--- src/rtl/comparator_pkg.sv ---
// Shared definitions for the equality-comparator BIST: state encoding,
// default operand width and the exhaustive vector count.
package comparator_pkg;

   typedef logic [1:0] state_t;

   localparam state_t ST_IDLE = 2'd0;
   localparam state_t ST_RUN  = 2'd1;
   localparam state_t ST_DONE = 2'd2;

   localparam int DEFAULT_WIDTH = 4;
   localparam int SETTLE_W      = 4;

   // Number of A/B pairs in an exhaustive run.
   function automatic int vector_count(input int width);
      return 1 << (2 * width);
   endfunction

endpackage

--- src/rtl/comparator_if.sv ---
// A/B/E link between the BIST initiator (master) and the comparator under test (slave).
interface comparator_if #(
   parameter int WIDTH = comparator_pkg::DEFAULT_WIDTH
);
   logic [WIDTH-1:0] A;
   logic [WIDTH-1:0] B;
   logic             E;

   modport master (output A, output B, input E);
   modport slave  (input A, input B, output E);
endinterface

--- src/rtl/bist_vector_counter.sv ---
// Pair index and settle counter for the BIST. One pair is held for SETTLE+1
// cycles; the index stops on the last pair instead of wrapping.
module bist_vector_counter
   import comparator_pkg::*;
#(
   parameter int WIDTH  = DEFAULT_WIDTH,
   parameter int SETTLE = 0
) (
   input  logic               clk,
   input  logic               rst_n,
   input  logic               clear,
   input  logic               advance,
   output logic [2*WIDTH-1:0] idx,
   output logic               sample_now,
   output logic               last_vector
);

   localparam int                  IDX_W      = 2 * WIDTH;
   localparam logic [IDX_W-1:0]    LAST_IDX   = IDX_W'(vector_count(WIDTH) - 1);
   localparam logic [SETTLE_W-1:0] SETTLE_MAX = SETTLE_W'(SETTLE);

   logic [IDX_W-1:0]    idx_r;
   logic [SETTLE_W-1:0] cnt_r;

   // Index and settle counter update.
   always_ff @(posedge clk or negedge rst_n) begin
      if (!rst_n) begin
         idx_r <= {IDX_W{1'b0}};
         cnt_r <= {SETTLE_W{1'b0}};
      end else if (clear) begin
         idx_r <= {IDX_W{1'b0}};
         cnt_r <= {SETTLE_W{1'b0}};
      end else if (advance) begin
         if (cnt_r < SETTLE_MAX) begin
            cnt_r <= cnt_r + SETTLE_W'(1);
         end else if (idx_r != LAST_IDX) begin
            idx_r <= idx_r + IDX_W'(1);
            cnt_r <= {SETTLE_W{1'b0}};
         end
      end
   end

   assign idx         = idx_r;
   assign sample_now  = (cnt_r == SETTLE_MAX);
   assign last_vector = (idx_r == LAST_IDX);

endmodule

--- src/rtl/comparator_bist.sv ---
// BIST engine for a WIDTH-bit equality comparator: sweeps every A/B pair,
// checks E against A==B and keeps error count and first failing pair.
module comparator_bist
   import comparator_pkg::*;
#(
   parameter int WIDTH  = DEFAULT_WIDTH,
   parameter int SETTLE = 0
) (
   input  logic               clk,
   input  logic               rst_n,
   input  logic               start,
   comparator_if.master       cmp,
   output logic               busy,
   output logic               done,
   output logic               pass,
   output logic [2*WIDTH:0]   err_count,
   output logic               fail_valid,
   output logic [WIDTH-1:0]   fail_A,
   output logic [WIDTH-1:0]   fail_B
);

   localparam int IDX_W = 2 * WIDTH;
   localparam int ERR_W = 2 * WIDTH + 1;

   state_t           state_r;
   state_t           state_next_s;
   logic             busy_r;
   logic             done_r;
   logic             busy_next_s;
   logic             done_next_s;
   logic             clear_s;
   logic             advance_s;
   logic             sample_now_s;
   logic             last_vector_s;
   logic             mismatch_s;
   logic [IDX_W-1:0] idx_s;
   logic [WIDTH-1:0] a_s;
   logic [WIDTH-1:0] b_s;
   logic [ERR_W-1:0] err_count_r;
   logic             fail_valid_r;
   logic [WIDTH-1:0] fail_a_r;
   logic [WIDTH-1:0] fail_b_r;

   bist_vector_counter #(
      .WIDTH  (WIDTH),
      .SETTLE (SETTLE)
   ) u_vector_counter (
      .clk         (clk),
      .rst_n       (rst_n),
      .clear       (clear_s),
      .advance     (advance_s),
      .idx         (idx_s),
      .sample_now  (sample_now_s),
      .last_vector (last_vector_s)
   );

   // A start outside RUN restarts the sweep; during RUN it is ignored.
   assign clear_s    = start && (state_r != ST_RUN);
   assign advance_s  = (state_r == ST_RUN);
   assign a_s        = idx_s[IDX_W-1:WIDTH];
   assign b_s        = idx_s[WIDTH-1:0];
   assign mismatch_s = advance_s && sample_now_s && (cmp.E != (a_s == b_s));

   // State register.
   always_ff @(posedge clk or negedge rst_n) begin
      if (!rst_n) begin
         state_r <= ST_IDLE;
      end else begin
         state_r <= state_next_s;
      end
   end

   // Next-state logic.
   always_comb begin
      state_next_s = state_r;
      case (state_r)
         ST_IDLE: begin
            if (start) state_next_s = ST_RUN;
            else       state_next_s = ST_IDLE;
         end
         ST_RUN: begin
            if (sample_now_s && last_vector_s) state_next_s = ST_DONE;
            else                               state_next_s = ST_RUN;
         end
         ST_DONE: begin
            if (start) state_next_s = ST_RUN;
            else       state_next_s = ST_DONE;
         end
         default: state_next_s = ST_IDLE;
      endcase
   end

   // Status decode from the upcoming state so busy/done leave a flop.
   always_comb begin
      busy_next_s = 1'b0;
      done_next_s = 1'b0;
      case (state_next_s)
         ST_IDLE: begin
            busy_next_s = 1'b0;
            done_next_s = 1'b0;
         end
         ST_RUN: begin
            busy_next_s = 1'b1;
            done_next_s = 1'b0;
         end
         ST_DONE: begin
            busy_next_s = 1'b0;
            done_next_s = 1'b1;
         end
         default: begin
            busy_next_s = 1'b0;
            done_next_s = 1'b0;
         end
      endcase
   end

   // Registered status flags.
   always_ff @(posedge clk or negedge rst_n) begin
      if (!rst_n) begin
         busy_r <= 1'b0;
         done_r <= 1'b0;
      end else begin
         busy_r <= busy_next_s;
         done_r <= done_next_s;
      end
   end

   // Error count and first-failure capture.
   always_ff @(posedge clk or negedge rst_n) begin
      if (!rst_n) begin
         err_count_r  <= {ERR_W{1'b0}};
         fail_valid_r <= 1'b0;
         fail_a_r     <= {WIDTH{1'b0}};
         fail_b_r     <= {WIDTH{1'b0}};
      end else if (clear_s) begin
         err_count_r  <= {ERR_W{1'b0}};
         fail_valid_r <= 1'b0;
         fail_a_r     <= {WIDTH{1'b0}};
         fail_b_r     <= {WIDTH{1'b0}};
      end else if (mismatch_s) begin
         err_count_r <= err_count_r + ERR_W'(1);
         if (!fail_valid_r) begin
            fail_valid_r <= 1'b1;
            fail_a_r     <= a_s;
            fail_b_r     <= b_s;
         end
      end
   end

   assign cmp.A      = a_s;
   assign cmp.B      = b_s;
   assign busy       = busy_r;
   assign done       = done_r;
   assign pass       = done_r && (err_count_r == {ERR_W{1'b0}});
   assign err_count  = err_count_r;
   assign fail_valid = fail_valid_r;
   assign fail_A     = fail_a_r;
   assign fail_B     = fail_b_r;

endmodule

--- src/flat_wrapper.sv ---
// flat-port wrapper written by rule: the top's interface ports become plain ports
module comparator_bist_flat import comparator_pkg::*;
#(
   parameter int WIDTH  = DEFAULT_WIDTH,
   parameter int SETTLE = 0
)
  (clk, rst_n, start, busy, done, pass, err_count, fail_valid, fail_A, fail_B, cmp_A, cmp_B, cmp_E);
  comparator_if #(.WIDTH(WIDTH)) cmp_i ();
  input  logic clk;
  input  logic rst_n;
  input  logic start;
  output logic busy;
  output logic done;
  output logic pass;
  output logic [2*WIDTH:0] err_count;
  output logic fail_valid;
  output logic [WIDTH-1:0] fail_A;
  output logic [WIDTH-1:0] fail_B;
  output wire logic [$bits(cmp_i.A)-1:0] cmp_A;
  output wire logic [$bits(cmp_i.B)-1:0] cmp_B;
  input wire logic [$bits(cmp_i.E)-1:0] cmp_E;
  assign cmp_A = cmp_i.A;
  assign cmp_B = cmp_i.B;
  assign cmp_i.E = cmp_E;
  comparator_bist #(.WIDTH(WIDTH), .SETTLE(SETTLE)) u_core (.clk(clk), .rst_n(rst_n), .start(start), .cmp(cmp_i), .busy(busy), .done(done), .pass(pass), .err_count(err_count), .fail_valid(fail_valid), .fail_A(fail_A), .fail_B(fail_B));
endmodule
--- config.mk ---
export PLATFORM = sky130hd
export DESIGN_NAME = comparator_bist_flat
export DESIGN_NICKNAME = d
export VERILOG_FILES = /design/src/rtl/comparator_pkg.sv /design/src/rtl/comparator_if.sv /design/src/rtl/bist_vector_counter.sv /design/src/rtl/comparator_bist.sv /design/src/flat_wrapper.sv
export SDC_FILE = /design/constraint.sdc
export NUM_CORES = 1
export LEC_CHECK = 0
export CAP_MARGIN = 30
export CELL_PAD_IN_SITES_DETAIL_PLACEMENT = 1
export CELL_PAD_IN_SITES_GLOBAL_PLACEMENT = 1
export CORE_AREA = 3 3 86 55
export CTS_CLUSTER_DIAMETER = 200
export DETAILED_ROUTE_END_ITERATION = 16
export DIE_AREA = 0 0 89 58
export PLACE_DENSITY = 0.78
export SLEW_MARGIN = 0
export SYNTH_ARGS = -nofsm -noshare
export SYNTH_HDL_FRONTEND = slang
export SYNTH_HIERARCHICAL = 1
export SYNTH_SLANG_ARGS = --single-unit
--- constraint.sdc ---
create_clock -name clk -period 3.7 [get_ports clk]
set_input_delay 0.37 -clock clk [delete_from_list [all_inputs] [get_ports clk]]
set_output_delay 0.37 -clock clk [all_outputs]
set_load 0.1 [all_outputs]
After elaboration in Yosys (flattened, before gate mapping)
Index checks and enable logic that the tools add are counted.
Cells by class
  muxes and demuxes: 24
  $add $sub $neg: 3
  $lt $le $gt $ge: 1
  equal/unequal tests: 11
  reductions and logical operators: 15
Operator list (count)
  4-bit 2-to-1 mux: 10
  8-bit 2-to-1 mux: 4
  9-bit 2-to-1 mux: 2
  9-bit by 1-bit adder with 9-bit output, second input constant: 1
  9-bit logical NOT: 1
  8-bit by 1-bit adder with 8-bit output, second input constant: 1
  8-bit == test, second input constant: 1
  8-bit != test, second input constant: 1
  2-bit by 1-bit != test with 1-bit output, second input constant: 3
  2-bit one-hot mux with 3 select lines: 1
  2-bit nonzero test: 3
  1-bit logical AND: 5
  1-bit 2-to-1 mux: 5
  4-bit by 1-bit adder with 4-bit output, second input constant: 1
  2-bit by 1-bit == test with 1-bit output, second input constant: 2
  2-bit == test, second input constant: 2
  4-bit == test: 1
  4-bit logical NOT: 1
  4-bit by 1-bit < comparator with 1-bit output, second input constant: 1
  2-bit 2-to-1 mux: 2
  2-bit AND reduction: 2
  3-bit AND reduction: 1
  3-bit nonzero test: 1
  2-bit logical NOT: 1
  1-bit != test: 1
Word-level totals
  input bits: 4
  logic and storage cells: 63
  output and inout bits: 29
  register bits after elaboration: 34

Logic depth before layout (Yosys ltp)
  depth in word-level cells: 6
  mapped depth: 8
  gate-level depth less buffers: 6

Cells and area by module
Netlist, hierarchy kept.
Modules (own cells, without submodules)
  comparator_bist: times used 1, cells each 117, area an instance 1106.1 sq um, sequential area each 550.5 sq um
  bist_vector_counter: times used 1, cells each 52, area an instance 509.2 sq um, sequential area each 200.2 sq um

Worst setup path before layout
Ideal clock, no wire load.
  path kind: register to output
  start point: register u_core.err_count_r[1], in the netlist u_core/err_count[1]
  end point: output port pass
  arrival: 4.227 ns
  setup slack: -0.897 ns
  data required time: 3.330 ns
  cell stages (with the launch flop): 6
  buffers on the path: 0
  path through: dfrtp_1 -> inv_1 -> ha_1 -> nor4b_1 -> nand3b_1 -> nor4_1
On the way
  cells in the longest elaborated chain, start to end: 2
RTL lines
  start: declaration: line comparator_bist.sv:39  | logic [ERR_W-1:0] err_count_r;
  start signal: assignment: line comparator_bist.sv:131  | err_count_r <= {ERR_W{1'b0}};
  start signal: assignment: line comparator_bist.sv:136  | err_count_r <= {ERR_W{1'b0}};
  start signal: assignment: line comparator_bist.sv:141  | err_count_r <= err_count_r + ERR_W'(1);
  9-bit logical NOT: line comparator_bist.sv:154  | assign pass = done_r && (err_count_r == {ERR_W{1'b0}});
  1-bit logical AND: line comparator_bist.sv:154
  end: declaration: line flat_wrapper.sv:14  | output logic pass;
Every way passes these cells.

Worst setup path in the final report
  start point: register u_core.u_vector_counter.idx_r[2], in the netlist u_core/u_vector_counter/idx[2]
  end point: output port cmp_B[2]
RTL lines
  start: declaration: line bist_vector_counter.sv:22  | logic [IDX_W-1:0] idx_r;
  start signal: assignment: line bist_vector_counter.sv:28  | idx_r <= {IDX_W{1'b0}};
  start signal: assignment: line bist_vector_counter.sv:31  | idx_r <= {IDX_W{1'b0}};
  start signal: assignment: line bist_vector_counter.sv:37  | idx_r <= idx_r + IDX_W'(1);
  end: declaration: line flat_wrapper.sv:20  | output wire logic [$bits(cmp_i.B)-1:0] cmp_B;
No word-level cell between the ends.

==> metrics <==
headroom to the max-slew limit 33.9%; minimum clock period after layout 2440 ps; Reg2Reg Setup Slack 1600 ps; vias in the first global route 1496; Yosys reg bits 30; delay-heaviest family, CP buffers and inverters; CORE AREA 4030 um^2; CP Capture Type primary output; Worst-Margin Slew 988 ps; commonest non-fill, non-tap cells in the layout clkdlybuf4s50_1, dfrtp_1, nand3_1; crit start category flop; first-pass GRT wire length 7.52 mm; max-cap violations 0; n_diodes 0; Die Width 89 um; Root Buffer clkbuf_8; syn avg cell area 9.56 um^2; Worst EP arrival 2070 ps; largest net degree at the start of global routing 31; Syn Nets 176; Netlist cell types 43; final hold vios 0; htree depth 2; setup TNS 0 ps; Filler Cells Inserted 463; IO Count 33; hold_buf cts 0; die area 5160 um^2; vias per std cell 5.79; RSZ-0062 raised after global routing false; Cell Area, Synth 1620 um^2; Slew Limit Fails 0; status complete, no violations; drt total wl 4.48 mm; critical path data required time 3330 ps; Hold Path Class in2async; CTS resizes 0; Mapped Cells 169; Die Y 58 um; drt pass-1 iters 4; input/output buffers 32; total grt overflow 0; Seq. cell area 751 um^2; Yosys warning total 6; post-DR wirelength/cell 17.7 um; Final ANT Viol Nets 0; Final Skew 5.31 ps; Seq/Total Area, Yosys 46.5%; Cell Rows 18; cell breakdown of the critical path clkdlybuf4s50_1; drt drc 0; DP Wirelength 3.30 mm; CTS tree built; Clock Tree Buf Depth 2; Max Fclk 0.411 GHz; area occupied by multi-input gates 787 um^2; Clock transition at path regs 60 ps; Nets 210; # setup viols final 0; Synth-to-Final Area Change 26.3%; final worst path period share 65.8%; clk sinks 30; Placer Congestion 0.814; Iteration-0 DRC Markers 77; Total Routing Usage GR 19.1%; initial antenna violation count 0; Clock Latency Late Sink 270 ps; CP max-delay cell clkdlybuf4s50_1; via count 1464; Crit path buffers/inverters 1; slowest stage delay, CP 1210 ps; commonest non-fill, non-tap cell in the layout clkdlybuf4s50_1; total CTS buffers 5; Post-CTS Setup Bufs 0; crit path kind reg2out; Initial Util 40.1%; CP Max Fanout 11; share of layout cells above drive strength 1 8.87%
-- Yosys cell counts --
master | instances | area (um^2)
o211ai_1 | 1 | 7.51
nor3b_1 | 1 | 7.51
nor2b_1 | 3 | 18.8
and2b_1 | 1 | 7.51
nand4b_1 | 1 | 8.76
buf_6 | 1 | 11.3
nor3_1 | 4 | 20.0
mux2_4 | 1 | 15.0
dlymetal6s2s_1 | 1 | 12.5
and4_2 | 1 | 10.0
nand2_1 | 11 | 41.3
nor4_4 | 1 | 21.3
ha_1 | 3 | 37.5
a21boi_2 | 1 | 11.3
and3_1 | 2 | 12.5
buf_4 | 3 | 22.5
and3_2 | 2 | 15.0
nand3b_1 | 1 | 7.51
a21oi_1 | 14 | 70.1
nor4_1 | 1 | 6.26
nor2_1 | 6 | 22.5
o31ai_1 | 2 | 15.0
nand3_1 | 20 | 100
nand4_2 | 1 | 12.5
o22ai_1 | 2 | 12.5
mux2i_1 | 3 | 30.0
nand4_1 | 2 | 12.5
a211oi_1 | 3 | 22.5
clkinv_1 | 1 | 3.75
a31oi_1 | 3 | 18.8
a311oi_1 | 1 | 8.76
mux2_2 | 2 | 22.5
clkbuf_1 | 2 | 7.51
nor4b_1 | 2 | 17.5
nand2b_1 | 3 | 18.8
dfrtp_1 | 30 | 751
inv_1 | 7 | 26.3
conb_1 | 1 | 3.75
and2_1 | 1 | 6.26
or3_1 | 3 | 18.8
xor2_1 | 4 | 35.0
o211a_1 | 1 | 10.0
o21ai_0 | 15 | 75.1
-- stage by stage --
step | utilization [%] | instance area [um^2] | hold slack (ps) | worst slack [ps] | instances
2_1_floorplan | - | 1620 | 74.4 | 268 | 169
3_3_place_gp | 48.7 | 1960 | 506 | 1550 | 246
3_5_place_dp | 48.7 | 1960 | 536 | 1460 | 246
4_1_cts | 50.6 | 2040 | 502 | 1260 | 253
5_1_grt | 50.6 | 2040 | 517 | 1210 | 253
6_report | 50.6 | 2040 | 485 | 1260 | 253
-- registers in the layout, indices dropped and copies added, names as in the netlist --
name / count
u_core/err_count: 9
u_core/fail_A: 4
u_core/state_r: 2
u_core/fail_valid: 1
u_core/done: 1
u_core/busy: 1
u_core/u_vector_counter/idx: 8
u_core/fail_B: 4
-- logic make-up (layout without fill, tap and decap cells) --
logic type / count (synthesis) / in the layout / share of synthesized area (%)
multiplexers: 6 / 6 / 4.18
adder cells (fa/ha/maj): 3 / 3 / 2.32
other: 1 / 1 / 0.232
AND/OR/NAND/NOR: 67 / 67 / 23.9
XOR/XNOR: 4 / 4 / 2.17
buffers and inverters: 15 / 49 / 5.19
flip-flops: 30 / 30 / 46.5
AO/OA/AOI/OAI: 43 / 43 / 15.6
-- layer usage --
layer | track usage (%) | vias to the layer above | wire length (um)
li1 | - | 682 | -
met1 | 26.7 | 751 | 2120
met2 | 30.5 | 31 | 2180
met3 | 4.55 | 0 | 167
met4 | 3.82 | 0 | 0
met5 | 0 | - | 0
-- final timing paths --
check / startpoint / to / depth (start not counted)
worst min-delay path: rst_n / u_core/u_vector_counter/idx[7] / 2
worst max register to register: u_core/u_vector_counter/idx[3] / u_core/err_count[7] / 6
worst max-delay path: u_core/u_vector_counter/idx[2] / cmp_B[2] / 1
worst min register to register: u_core/fail_B[3] / u_core/fail_B[3] / 2
min in group clk: u_core/fail_B[3] / u_core/fail_B[3] / 2
max in group asynchronous: rst_n / u_core/fail_B[1] / 2
-- cell type report --
class | count | share of cell area (%)
clock buffer | 7 | 3.74
inverter | 8 | 1.47
tap | 50 | 3.07
multi-input combinational | 124 | 38.6
timing repair buffer | 34 | 16.3
sequential | 30 | 36.8
Power is left out: the tool's default activity adds up to more than one toggle a clock period on the data nets, which glitch-free logic cannot reach.
